File: src/rtl/muldiv_unit.sv
// Shared radix-2 iterative multiply/divide engine: one result bit per cycle,
// double-width result delivered on hi/lo with a one-cycle done pulse.
module muldiv_unit #(
    parameter int WIDTH = 32
) (
    input  logic             clk,
    input  logic             reset,
    input  logic             start,
    input  logic [1:0]       op,
    input  logic             abort,
    input  logic [WIDTH-1:0] a,
    input  logic [WIDTH-1:0] b,
    output logic             busy,
    output logic             done,
    output logic [WIDTH-1:0] hi,
    output logic [WIDTH-1:0] lo,
    output logic             div_by_zero
);

    // state | meaning
    // IDLE  | ready, waiting for start
    // RUN   | one shift-add / restoring-divide step per cycle
    // FIX   | sign correction, result written to hi/lo on exit
    // DONE  | done pulse, ready for a back-to-back start
    typedef enum logic [1:0] {IDLE, RUN, FIX, DONE} state_t;

    localparam int CW = $clog2(WIDTH + 1);
    localparam logic [CW-1:0] COUNT_LOAD = CW'(WIDTH);

    state_t                 state, state_nxt;
    logic                   accept;
    logic [CW-1:0]          count;
    logic [2*WIDTH-1:0]     acc;
    logic [WIDTH-1:0]       operand;
    logic                   is_div, neg_lo, neg_hi;

    logic                   op_signed, b_zero_div;
    logic [WIDTH-1:0]       a_mag, b_mag;
    logic [WIDTH:0]         mul_sum, div_shift, div_diff;
    logic [2*WIDTH-1:0]     step_nxt, prod_fix;
    logic [WIDTH-1:0]       hi_fix, lo_fix;

    assign op_signed  = ~op[0];
    assign b_zero_div = op[1] && (b == '0);
    assign a_mag      = (op_signed && a[WIDTH-1]) ? -a : a;
    assign b_mag      = (op_signed && b[WIDTH-1]) ? -b : b;

    assign busy = (state == RUN) || (state == FIX);
    assign done = (state == DONE);

    always_ff @(posedge clk or negedge reset) begin
        if (!reset) state <= IDLE;
        else        state <= state_nxt;
    end

    always_comb begin
        state_nxt = state;
        accept    = 1'b0;
        case (state)
            IDLE, DONE: begin
                state_nxt = IDLE;
                if (start) begin
                    accept    = 1'b1;
                    state_nxt = b_zero_div ? DONE : RUN;
                end
            end
            RUN: begin
                if (abort)                     state_nxt = IDLE;
                else if (count == CW'(1))      state_nxt = FIX;
            end
            FIX:     state_nxt = abort ? IDLE : DONE;
            default: state_nxt = IDLE;
        endcase
    end

    // acc holds {partial product, multiplier} for MULT and {remainder, quotient} for DIV
    assign mul_sum   = {1'b0, acc[2*WIDTH-1:WIDTH]} + (acc[0] ? {1'b0, operand} : '0);
    assign div_shift = acc[2*WIDTH-1:WIDTH-1];
    assign div_diff  = div_shift - {1'b0, operand};

    always_comb begin
        step_nxt = {mul_sum, acc[WIDTH-1:1]};
        if (is_div) begin
            if (div_diff[WIDTH]) step_nxt = {acc[2*WIDTH-2:0], 1'b0};
            else                 step_nxt = {div_diff[WIDTH-1:0], acc[WIDTH-2:0], 1'b1};
        end
    end

    assign prod_fix = neg_lo ? -acc : acc;

    always_comb begin
        hi_fix = prod_fix[2*WIDTH-1:WIDTH];
        lo_fix = prod_fix[WIDTH-1:0];
        if (is_div) begin
            lo_fix = neg_lo ? -acc[WIDTH-1:0] : acc[WIDTH-1:0];
            hi_fix = neg_hi ? -acc[2*WIDTH-1:WIDTH] : acc[2*WIDTH-1:WIDTH];
        end
    end

    always_ff @(posedge clk or negedge reset) begin
        if (!reset) begin
            count       <= '0;
            acc         <= '0;
            operand     <= '0;
            is_div      <= 1'b0;
            neg_lo      <= 1'b0;
            neg_hi      <= 1'b0;
            hi          <= '0;
            lo          <= '0;
            div_by_zero <= 1'b0;
        end else if (accept) begin
            is_div      <= op[1];
            operand     <= op[1] ? b_mag : a_mag;
            acc         <= {{WIDTH{1'b0}}, (op[1] ? a_mag : b_mag)};
            count       <= COUNT_LOAD;
            div_by_zero <= b_zero_div;
            neg_lo      <= op_signed && (a[WIDTH-1] ^ b[WIDTH-1]);
            neg_hi      <= op_signed && op[1] && a[WIDTH-1];
        end else if (state == RUN && !abort) begin
            acc   <= step_nxt;
            count <= count - CW'(1);
        end else if (state == FIX && !abort) begin
            hi <= hi_fix;
            lo <= lo_fix;
        end
    end

endmodule

File: config.mk
export PLATFORM = sky130hd
export DESIGN_NAME = muldiv_unit
export DESIGN_NICKNAME = d
export VERILOG_FILES = /design/src/rtl/muldiv_unit.sv
export SDC_FILE = /design/constraint.sdc
export NUM_CORES = 1
export LEC_CHECK = 0
export CORE_ASPECT_RATIO = 1.2
export CORE_MARGIN = 3
export CORE_UTILIZATION = 35
export DETAILED_ROUTE_END_ITERATION = 12
export PLACE_DENSITY = 0.59
export SYNTH_ARGS = -nofsm -noshare
export SYNTH_HDL_FRONTEND = slang
export SYNTH_SLANG_ARGS = --single-unit
File: constraint.sdc
create_clock -name clk -period 3.9 [get_ports clk]
set_input_delay 1.17 -clock clk [delete_from_list [all_inputs] [get_ports clk]]
set_output_delay 1.17 -clock clk [all_outputs]
set_load 0.01 [all_outputs]
==> results of run 1 <==
layer usage:
metal,GRT usage,vias to the layer above,share of wire
li1,-,6995,-
met1,0.299,6790,0.43
met2,0.388,478,0.47
met3,0.0273,119,0.042
met4,0.123,0,0.057
met5,0,-,0
worst paths after layout:
kind	from	endpoint	slack, ns
worst max register to register	acc[0]$_DFFE_PN0P_	acc[62]$_DFFE_PN0P_	0.18
worst min-delay path	lo[25]$_DFFE_PN0P_	lo[25]$_DFFE_PN0P_	0.48
worst max-delay path	acc[0]$_DFFE_PN0P_	acc[62]$_DFFE_PN0P_	0.18
max in group asynchronous	reset	acc[58]$_DFFE_PN0P_	2.36
worst min register to register	lo[25]$_DFFE_PN0P_	lo[25]$_DFFE_PN0P_	0.48
min in group asynchronous	reset	acc[63]$_DFFE_PN0P_	0.69
flip-flops by register name, summed over array words and instances, names as in the netlist, 2 cells and up:
signal and count:
hi 32, lo 32, count 6, operand 32, acc 64, state 2
layout by cell type, fill, tap and decap left out, drive strengths merged, types with 73 or more instances in the layout:
| cell | count |
|---|---|
| nand2 | 252 |
| o21ai | 217 |
| dfrtp | 172 |
| a21oi | 163 |
| nor2 | 153 |
| clkdlybuf4s50 | 134 |
| buf | 105 |
| xnor2 | 90 |
| xor2 | 90 |
| ha | 73 |
timing repair:
item	in CTS	in global routing
endpoints found under the setup margin	0	2
gates resized for setup	0	2
setup buffers	0	0
hold buffers	0	0
worst min-delay path: stages (launching register included):
cell and delay [ns]:
sky130_fd_sc_hd__dfrtp_1 0.34, sky130_fd_sc_hd__nand2_1 0.05, sky130_fd_sc_hd__o21ai_0 0.06
power by group through the flow:
stage               Clock [mW]  Combinational [mW]  Sequential [mW]
finish                    1.79                10.4             3.47
global placement             0                10.2             3.48
floorplan                    0                6.79             3.31
global route              1.87                11.4             3.58
detailed placement           0                10.3             3.50
CTS                       1.82                10.3             3.47
stage by stage:
| step | TNS, ns | instance area (um^2) | hold WS (ns) |
|---|---|---|---|
| final | 0 | 17800 | 0.479 |
| after global placement | -0.469 | 17200 | 0.461 |
| after CTS | 0 | 17800 | 0.487 |
| after floorplan | 0 | 14700 | 0.450 |
| after detailed placement | -1.24 | 17200 | 0.470 |
| after global routing | 0 | 17800 | 0.512 |
logic make-up (layout without fill, tap and decap cells):
| logic type | Yosys count | after routing | share of synthesized area |
|---|---|---|---|
| AO/OA/AOI/OAI | 602 | 602 | 0.254 |
| XOR/XNOR | 180 | 180 | 0.107 |
| adder cells (fa/ha/maj) | 75 | 75 | 0.0648 |
| buffers and inverters | 160 | 329 | 0.0429 |
| flip-flops | 172 | 172 | 0.293 |
| multiplexers | 62 | 62 | 0.0428 |
| AND/OR/NAND/NOR | 602 | 602 | 0.196 |
layout make-up:
class | instances | area, um^2
inverters | 58 | 218
clock buffers | 19 | 453
repair buffers | 239 | 2190
well taps | 539 | 674
fillers | 4204 | 23400
flip-flops and latches | 172 | 4310
multi-input cells | 1521 | 9790
clock inverters | 13 | 151
==> impl_metrics.xml, run 1 <==
<?xml version="1.0" encoding="UTF-8"?>
<metrics>
  <group name="setup_path">
    <metric name="worst-path-max-fanout" unit="">29</metric>
    <metric name="cp.arrival" unit="ns">4.09</metric>
    <metric name="crit_chain" unit="">inv_1, buf_12, nor2_1, ha_1, buf_4, nor3_1, nor3_1, o21a_1, o21ai_0, nand3_1, or2_2, a41oi_1, xor2_1, a221oi_2</metric>
    <metric name="worstPathBufferInverterCount" unit="">3</metric>
    <metric name="critical-path-slowest-cell" unit="">sky130_fd_sc_hd__dfrtp_2</metric>
    <metric name="crit_family" unit="">simple AND/OR/NAND/NOR gates</metric>
    <metric name="timing.critical_path.depth" unit="">14</metric>
    <metric name="setup.worst_path.start_class" unit="">flip-flop</metric>
    <metric name="worst_path_largest_cell_delay" unit="ns">0.47</metric>
    <metric name="cp.required" unit="ns">4.28</metric>
    <metric name="critical_path_class" unit="">reg2reg</metric>
    <metric name="worstRegToRegCells" unit="">14</metric>
    <metric name="crit_path_end_kind" unit="">flip-flop</metric>
    <metric name="library_cell_appearing_most_often_on_the_critical_path" unit="">sky130_fd_sc_hd__nor3_1</metric>
  </group>
  <group name="routing">
    <metric name="routed_wire_length_per_instance" unit="um">20.3</metric>
    <metric name="drt_wl_total" unit="um">52100</metric>
    <metric name="drtPass1Iterations" unit="">7</metric>
    <metric name="drc" unit="">0</metric>
    <metric name="drt_iter0_drc" unit="">1145</metric>
    <metric name="antenna_violating_nets_post_route" unit="">0</metric>
    <metric name="detail_route.vias_per_cell" unit="">5.62</metric>
    <metric name="via_count" unit="">14400</metric>
  </group>
  <group name="synth">
    <metric name="synthCells" unit="">1853</metric>
    <metric name="synth.cells.most_frequent" unit="">sky130_fd_sc_hd__nand2_1 (251), sky130_fd_sc_hd__o21ai_0 (205), sky130_fd_sc_hd__dfrtp_1 (172)</metric>
    <metric name="synth.avg_cell_area" unit="um^2">7.94</metric>
    <metric name="synth_edf_count" unit="">0</metric>
    <metric name="synth_top_flop_cell" unit="">sky130_fd_sc_hd__dfrtp_1</metric>
    <metric name="yosysSeqAreaShare" unit="">0.293</metric>
    <metric name="unique_cell_type_count_in_the_yosys_netlist" unit="">89</metric>
    <metric name="postSynthNetCount" unit="">1998</metric>
    <metric name="yosys_reg_bits" unit="">172</metric>
    <metric name="synth_largest_area_cell" unit="">sky130_fd_sc_hd__dfrtp_1</metric>
    <metric name="ys.warnings.count" unit="">0</metric>
    <metric name="async_flop_share" unit="">1.00</metric>
    <metric name="synthTopCellsByArea" unit="">sky130_fd_sc_hd__dfrtp_1 (29%), sky130_fd_sc_hd__o21ai_0 (7.0%), sky130_fd_sc_hd__nand2_1 (6.4%), sky130_fd_sc_hd__ha_1 (6.2%), sky130_fd_sc_hd__a21oi_1 (5.5%)</metric>
    <metric name="synth.most_common_cell" unit="">sky130_fd_sc_hd__nand2_1</metric>
    <metric name="post-synth-top-area-fraction" unit="">0.293</metric>
    <metric name="syn-cell-area" unit="um^2">14700</metric>
  </group>
  <group name="power_and_ir_drop">
    <metric name="combinationalPowerShare" unit="">0.664</metric>
    <metric name="p_per_area" unit="nW/um^2">880</metric>
    <metric name="p_int" unit="mW">7.78</metric>
    <metric name="leakage" unit="nW">7.52</metric>
    <metric name="p_total" unit="mW">15.7</metric>
    <metric name="clockPowerShare" unit="">0.114</metric>
    <metric name="share_seq_of_total_power" unit="">0.221</metric>
    <metric name="irDropWorstVdd" unit="uV">405</metric>
    <metric name="net-switching-power" unit="mW">7.87</metric>
    <metric name="switching_share_of_power" unit="">0.503</metric>
  </group>
  <group name="flow_run">
    <metric name="cap_viol_max_count" unit="">0</metric>
  </group>
  <group name="clocking">
    <metric name="tritoncts_clock_tree" unit="">done</metric>
    <metric name="cts.clk_slew.worst_paths" unit="ns">0.08</metric>
    <metric name="cts_buffers" unit="">17</metric>
    <metric name="clock-root-buffer" unit="">sky130_fd_sc_hd__clkbuf_16</metric>
    <metric name="worst_skew_pair.late_latency" unit="ns">0.46</metric>
    <metric name="ctsLongestPathBuffers" unit="">2</metric>
    <metric name="clock_sinks" unit="">172</metric>
    <metric name="cts_htree_levels" unit="">4</metric>
  </group>
  <group name="timing">
    <metric name="timing.fmax" unit="GHz">0.269</metric>
    <metric name="finalWorstPathRequiredPeriod" unit="ns">3.72</metric>
    <metric name="grt_setup_unrepaired" unit="">no</metric>
    <metric name="timing.final.setup_violations" unit="">0</metric>
    <metric name="slew_headroom" unit="">0.488</metric>
    <metric name="setup_ws" unit="ns">0.184</metric>
    <metric name="finalClockSkew" unit="ns">0.0113</metric>
    <metric name="drv_slew" unit="">0</metric>
    <metric name="period_share" unit="">0.953</metric>
    <metric name="finalHoldViolations" unit="">0</metric>
    <metric name="tightest_slew" unit="ns">0.761</metric>
  </group>
  <group name="cells_and_area">
    <metric name="layoutNonFillerInstCount" unit="">2561</metric>
    <metric name="area_growth_syn_to_layout" unit="%">20.9</metric>
    <metric name="antenna_cells" unit="">0</metric>
    <metric name="layout-drive-gt1-share" unit="">0.0979</metric>
    <metric name="finalNetCount" unit="">2154</metric>
    <metric name="layout.core_utilization" unit="">0.432</metric>
  </group>
  <group name="place">
    <metric name="placedCellCount" unit="">2529</metric>
    <metric name="gp_congestion" unit="">0.934</metric>
    <metric name="preCtsSetupSlack" unit="ns">-0.136</metric>
    <metric name="dp_hpwl" unit="um">41100</metric>
    <metric name="io_buffers" unit="">136</metric>
  </group>
  <group name="grt">
    <metric name="grt_util_all_layers" unit="">0.235</metric>
    <metric name="number_of_global_route_vias_before_repair" unit="">14400</metric>
    <metric name="grt_start_max_net_pins" unit="">129</metric>
    <metric name="globalRoute.totalOverflow" unit="">0</metric>
    <metric name="wire_length_of_the_first_global_routing_pass" unit="um">81700</metric>
    <metric name="number_of_antenna_violations_at_the_first_check_in_global_routing" unit="">0</metric>
  </group>
  <group name="floorplan">
    <metric name="die-area" unit="um^2">44500</metric>
    <metric name="starting_utilization_of_the_core_area" unit="">0.358</metric>
    <metric name="die_height" unit="um">231</metric>
    <metric name="core_area" unit="um^2">41100</metric>
    <metric name="die-width" unit="um">193</metric>
    <metric name="placement_rows" unit="">81</metric>
    <metric name="io_pins" unit="">137</metric>
  </group>
  <group name="min_path">
    <metric name="hold_depth" unit="">2</metric>
    <metric name="holdCritPathClass" unit="">reg2reg</metric>
  </group>
  <group name="outcome">
    <metric name="run_status" unit="">complete, no violations</metric>
  </group>
</metrics>
(Power assumes the default switching activity.)
==> inputs of run 2 (changes only) <==
==> constraint.sdc (replaced) <==
create_clock -name clk -period 4.6 [get_ports clk]
set_input_delay 1.38 -clock clk [delete_from_list [all_inputs] [get_ports clk]]
set_output_delay 1.38 -clock clk [all_outputs]
set_load 0.01 [all_outputs]
==> impl_metrics.xml, run 2 (synthesis results as in run 1) <==
<?xml version="1.0" encoding="UTF-8"?>
<metrics>
  <group name="routing">
    <metric name="drtPass1Iterations" unit="">5</metric>
    <metric name="drc" unit="">0</metric>
    <metric name="via_count" unit="">14300</metric>
    <metric name="drt_iter0_drc" unit="">1159</metric>
    <metric name="drt_wl_total" unit="um">51000</metric>
    <metric name="detail_route.vias_per_cell" unit="">5.69</metric>
    <metric name="antenna_violating_nets_post_route" unit="">0</metric>
    <metric name="routed_wire_length_per_instance" unit="um">20.3</metric>
  </group>
  <group name="min_path">
    <metric name="hold_depth" unit="">2</metric>
    <metric name="holdCritPathClass" unit="">reg2reg</metric>
  </group>
  <group name="cells_and_area">
    <metric name="finalNetCount" unit="">2098</metric>
    <metric name="layout-drive-gt1-share" unit="">0.0717</metric>
    <metric name="layout.cells.most_common_list" unit="">sky130_fd_sc_hd__nand2_1 (250), sky130_fd_sc_hd__o21ai_0 (205), sky130_fd_sc_hd__dfrtp_1 (171)</metric>
    <metric name="leading_cell_type_in_the_layout_fill_and_taps_excluded" unit="">sky130_fd_sc_hd__nand2_1</metric>
    <metric name="max_reg_flops" unit="">64</metric>
    <metric name="layout.core_utilization" unit="">0.421</metric>
    <metric name="antenna_cells" unit="">0</metric>
    <metric name="largest_register" unit="">acc</metric>
    <metric name="layoutNonFillerInstCount" unit="">2505</metric>
    <metric name="area_growth_syn_to_layout" unit="%">17.7</metric>
  </group>
  <group name="setup_path">
    <metric name="worstPathBufferInverterCount" unit="">2</metric>
    <metric name="setup.worst_path.start_class" unit="">flip-flop</metric>
    <metric name="worst_path_largest_cell_delay" unit="ns">0.45</metric>
    <metric name="critical_path_class" unit="">reg2reg</metric>
    <metric name="timing.critical_path.depth" unit="">13</metric>
    <metric name="cp.arrival" unit="ns">4.28</metric>
    <metric name="worstRegToRegCells" unit="">13</metric>
    <metric name="worst-path-max-fanout" unit="">17</metric>
    <metric name="crit_path_end_kind" unit="">flip-flop</metric>
    <metric name="crit_family" unit="">compound AO/OA/AOI/OAI gates</metric>
    <metric name="crit_chain" unit="">inv_1, buf_4, nor2_1, ha_1, a21oi_1, o21ai_0, a221o_1, nand2_1, nand3_1, or2_2, a41oi_1, xor2_1, a221oi_2</metric>
    <metric name="critical-path-slowest-cell" unit="">sky130_fd_sc_hd__dfrtp_1</metric>
    <metric name="cp.required" unit="ns">4.98</metric>
  </group>
  <group name="place">
    <metric name="placedCellCount" unit="">2473</metric>
    <metric name="gp_congestion" unit="">0.906</metric>
    <metric name="io_buffers" unit="">136</metric>
    <metric name="dp_hpwl" unit="um">39700</metric>
  </group>
  <group name="grt">
    <metric name="globalRoute.totalOverflow" unit="">0</metric>
    <metric name="number_of_antenna_violations_at_the_first_check_in_global_routing" unit="">0</metric>
    <metric name="number_of_global_route_vias_before_repair" unit="">13700</metric>
    <metric name="wire_length_of_the_first_global_routing_pass" unit="um">78900</metric>
    <metric name="grt_start_max_net_pins" unit="">70</metric>
    <metric name="grt_util_all_layers" unit="">0.227</metric>
  </group>
  <group name="clocking">
    <metric name="cts_buffers" unit="">17</metric>
    <metric name="cts_setup_buffers" unit="">0</metric>
    <metric name="clock-root-buffer" unit="">sky130_fd_sc_hd__clkbuf_16</metric>
    <metric name="ctsLongestPathBuffers" unit="">2</metric>
    <metric name="worst_skew_pair.late_latency" unit="ns">0.47</metric>
    <metric name="post_cts_hold_buffer_count" unit="">0</metric>
    <metric name="cts_resized" unit="">0</metric>
    <metric name="tritoncts_clock_tree" unit="">done</metric>
    <metric name="cts.clk_slew.worst_paths" unit="ns">0.07</metric>
    <metric name="clock_sinks" unit="">172</metric>
    <metric name="cts_htree_levels" unit="">4</metric>
  </group>
  <group name="timing">
    <metric name="finalClockSkew" unit="ns">0.00961</metric>
    <metric name="period_share" unit="">0.848</metric>
    <metric name="finalWorstPathRequiredPeriod" unit="ns">3.90</metric>
    <metric name="hold_worst_slack" unit="ns">0.480</metric>
    <metric name="grt_setup_unrepaired" unit="">no</metric>
    <metric name="finalHoldViolations" unit="">0</metric>
    <metric name="finalSetupTns" unit="ns">0</metric>
    <metric name="drv_slew" unit="">0</metric>
    <metric name="timing.fmax" unit="GHz">0.256</metric>
    <metric name="timing.final.setup_violations" unit="">0</metric>
    <metric name="slew_headroom" unit="">0.220</metric>
    <metric name="tightest_slew" unit="ns">1.17</metric>
  </group>
  <group name="floorplan">
    <metric name="die_height" unit="um">231</metric>
    <metric name="die-area" unit="um^2">44500</metric>
    <metric name="io_pins" unit="">137</metric>
    <metric name="starting_utilization_of_the_core_area" unit="">0.358</metric>
    <metric name="placement_rows" unit="">81</metric>
    <metric name="die-width" unit="um">193</metric>
    <metric name="core_area" unit="um^2">41100</metric>
  </group>
  <group name="power_and_ir_drop">
    <metric name="irDropWorstVdd" unit="uV">299</metric>
    <metric name="p_per_area" unit="nW/um^2">750</metric>
    <metric name="leakage" unit="nW">7.24</metric>
  </group>
  <group name="flow_run">
    <metric name="cap_viol_max_count" unit="">0</metric>
  </group>
  <group name="outcome">
    <metric name="run_status" unit="">complete, no violations</metric>
  </group>
</metrics>
==> run 2: cell types whose count changed in the layout (fill, tap and decap cells not counted), sizes merged <==
cell / before / now
buf: 105 / 49
clkbuf: 19 / 20
clkinvlp: 3 / 1
clkinv: 3 / 5
bufinv: 1 / 0
==> run 2: cell type report <==
cell class              instances  area, um^2
repair buffers                183        1750
clock inverters                12         128
well taps                     539         674
multi-input cells            1521        9790
inverters                      58         218
flip-flops and latches        172        4310
fillers                      4240       23800
clock buffers                  20         457
==> run 2: power breakdown <==
part           internal, mW  switching [mW]
sequential             2.17           0.822
clock                 0.747           0.713
combinational          3.46            5.08
==> run 2: path summary, 6_finish.rpt <==
| path | slack (ns) | end | start |
|---|---|---|---|
| worst min-delay path | 0.48 | hi[20]$_DFFE_PN0P_ | hi[20]$_DFFE_PN0P_ |
| max in group asynchronous | 2.69 | is_div$_DFFE_PN0P_ | reset |
| worst max-delay path | 0.70 | acc[62]$_DFFE_PN0P_ | acc[0]$_DFFE_PN0P_ |
| worst min register to register | 0.48 | hi[20]$_DFFE_PN0P_ | hi[20]$_DFFE_PN0P_ |
| min in group asynchronous | 0.92 | acc[59]$_DFFE_PN0P_ | reset |
| worst max register to register | 0.70 | acc[62]$_DFFE_PN0P_ | acc[0]$_DFFE_PN0P_ |
==> run 2: layer usage <==
metal / wire length [um] / share of wire / GRT usage
met3: 2160 / 0.042 / 0.0269
met4: 1600 / 0.031 / 0.0800
met2: 25300 / 0.50 / 0.392
met5: 0 / 0 / 0
met1: 21900 / 0.43 / 0.292
==> run 2: through the flow <==
step	setup WS [ns]	power (mW)	area (um^2)
2_1_floorplan	0.925	8.56	14700
3_3_place_gp	0.300	11.4	16700
3_5_place_dp	0.273	11.5	16700
4_1_cts	0.700	13.0	17300
5_1_grt	0.505	14.0	17300
6_report	0.697	13.0	17300
==> run 2: worst reg2reg max path: cells and delay by family, from the launching register on <==
family                   cells  cell delay [ns]
flip-flops                   1             0.45
buffers and inverters        2             0.79
adder cells (fa/ha/maj)      1             0.38
XOR/XNOR                     1             0.13
AND/OR/NAND/NOR              4             0.74
AO/OA/AOI/OAI                5             1.35
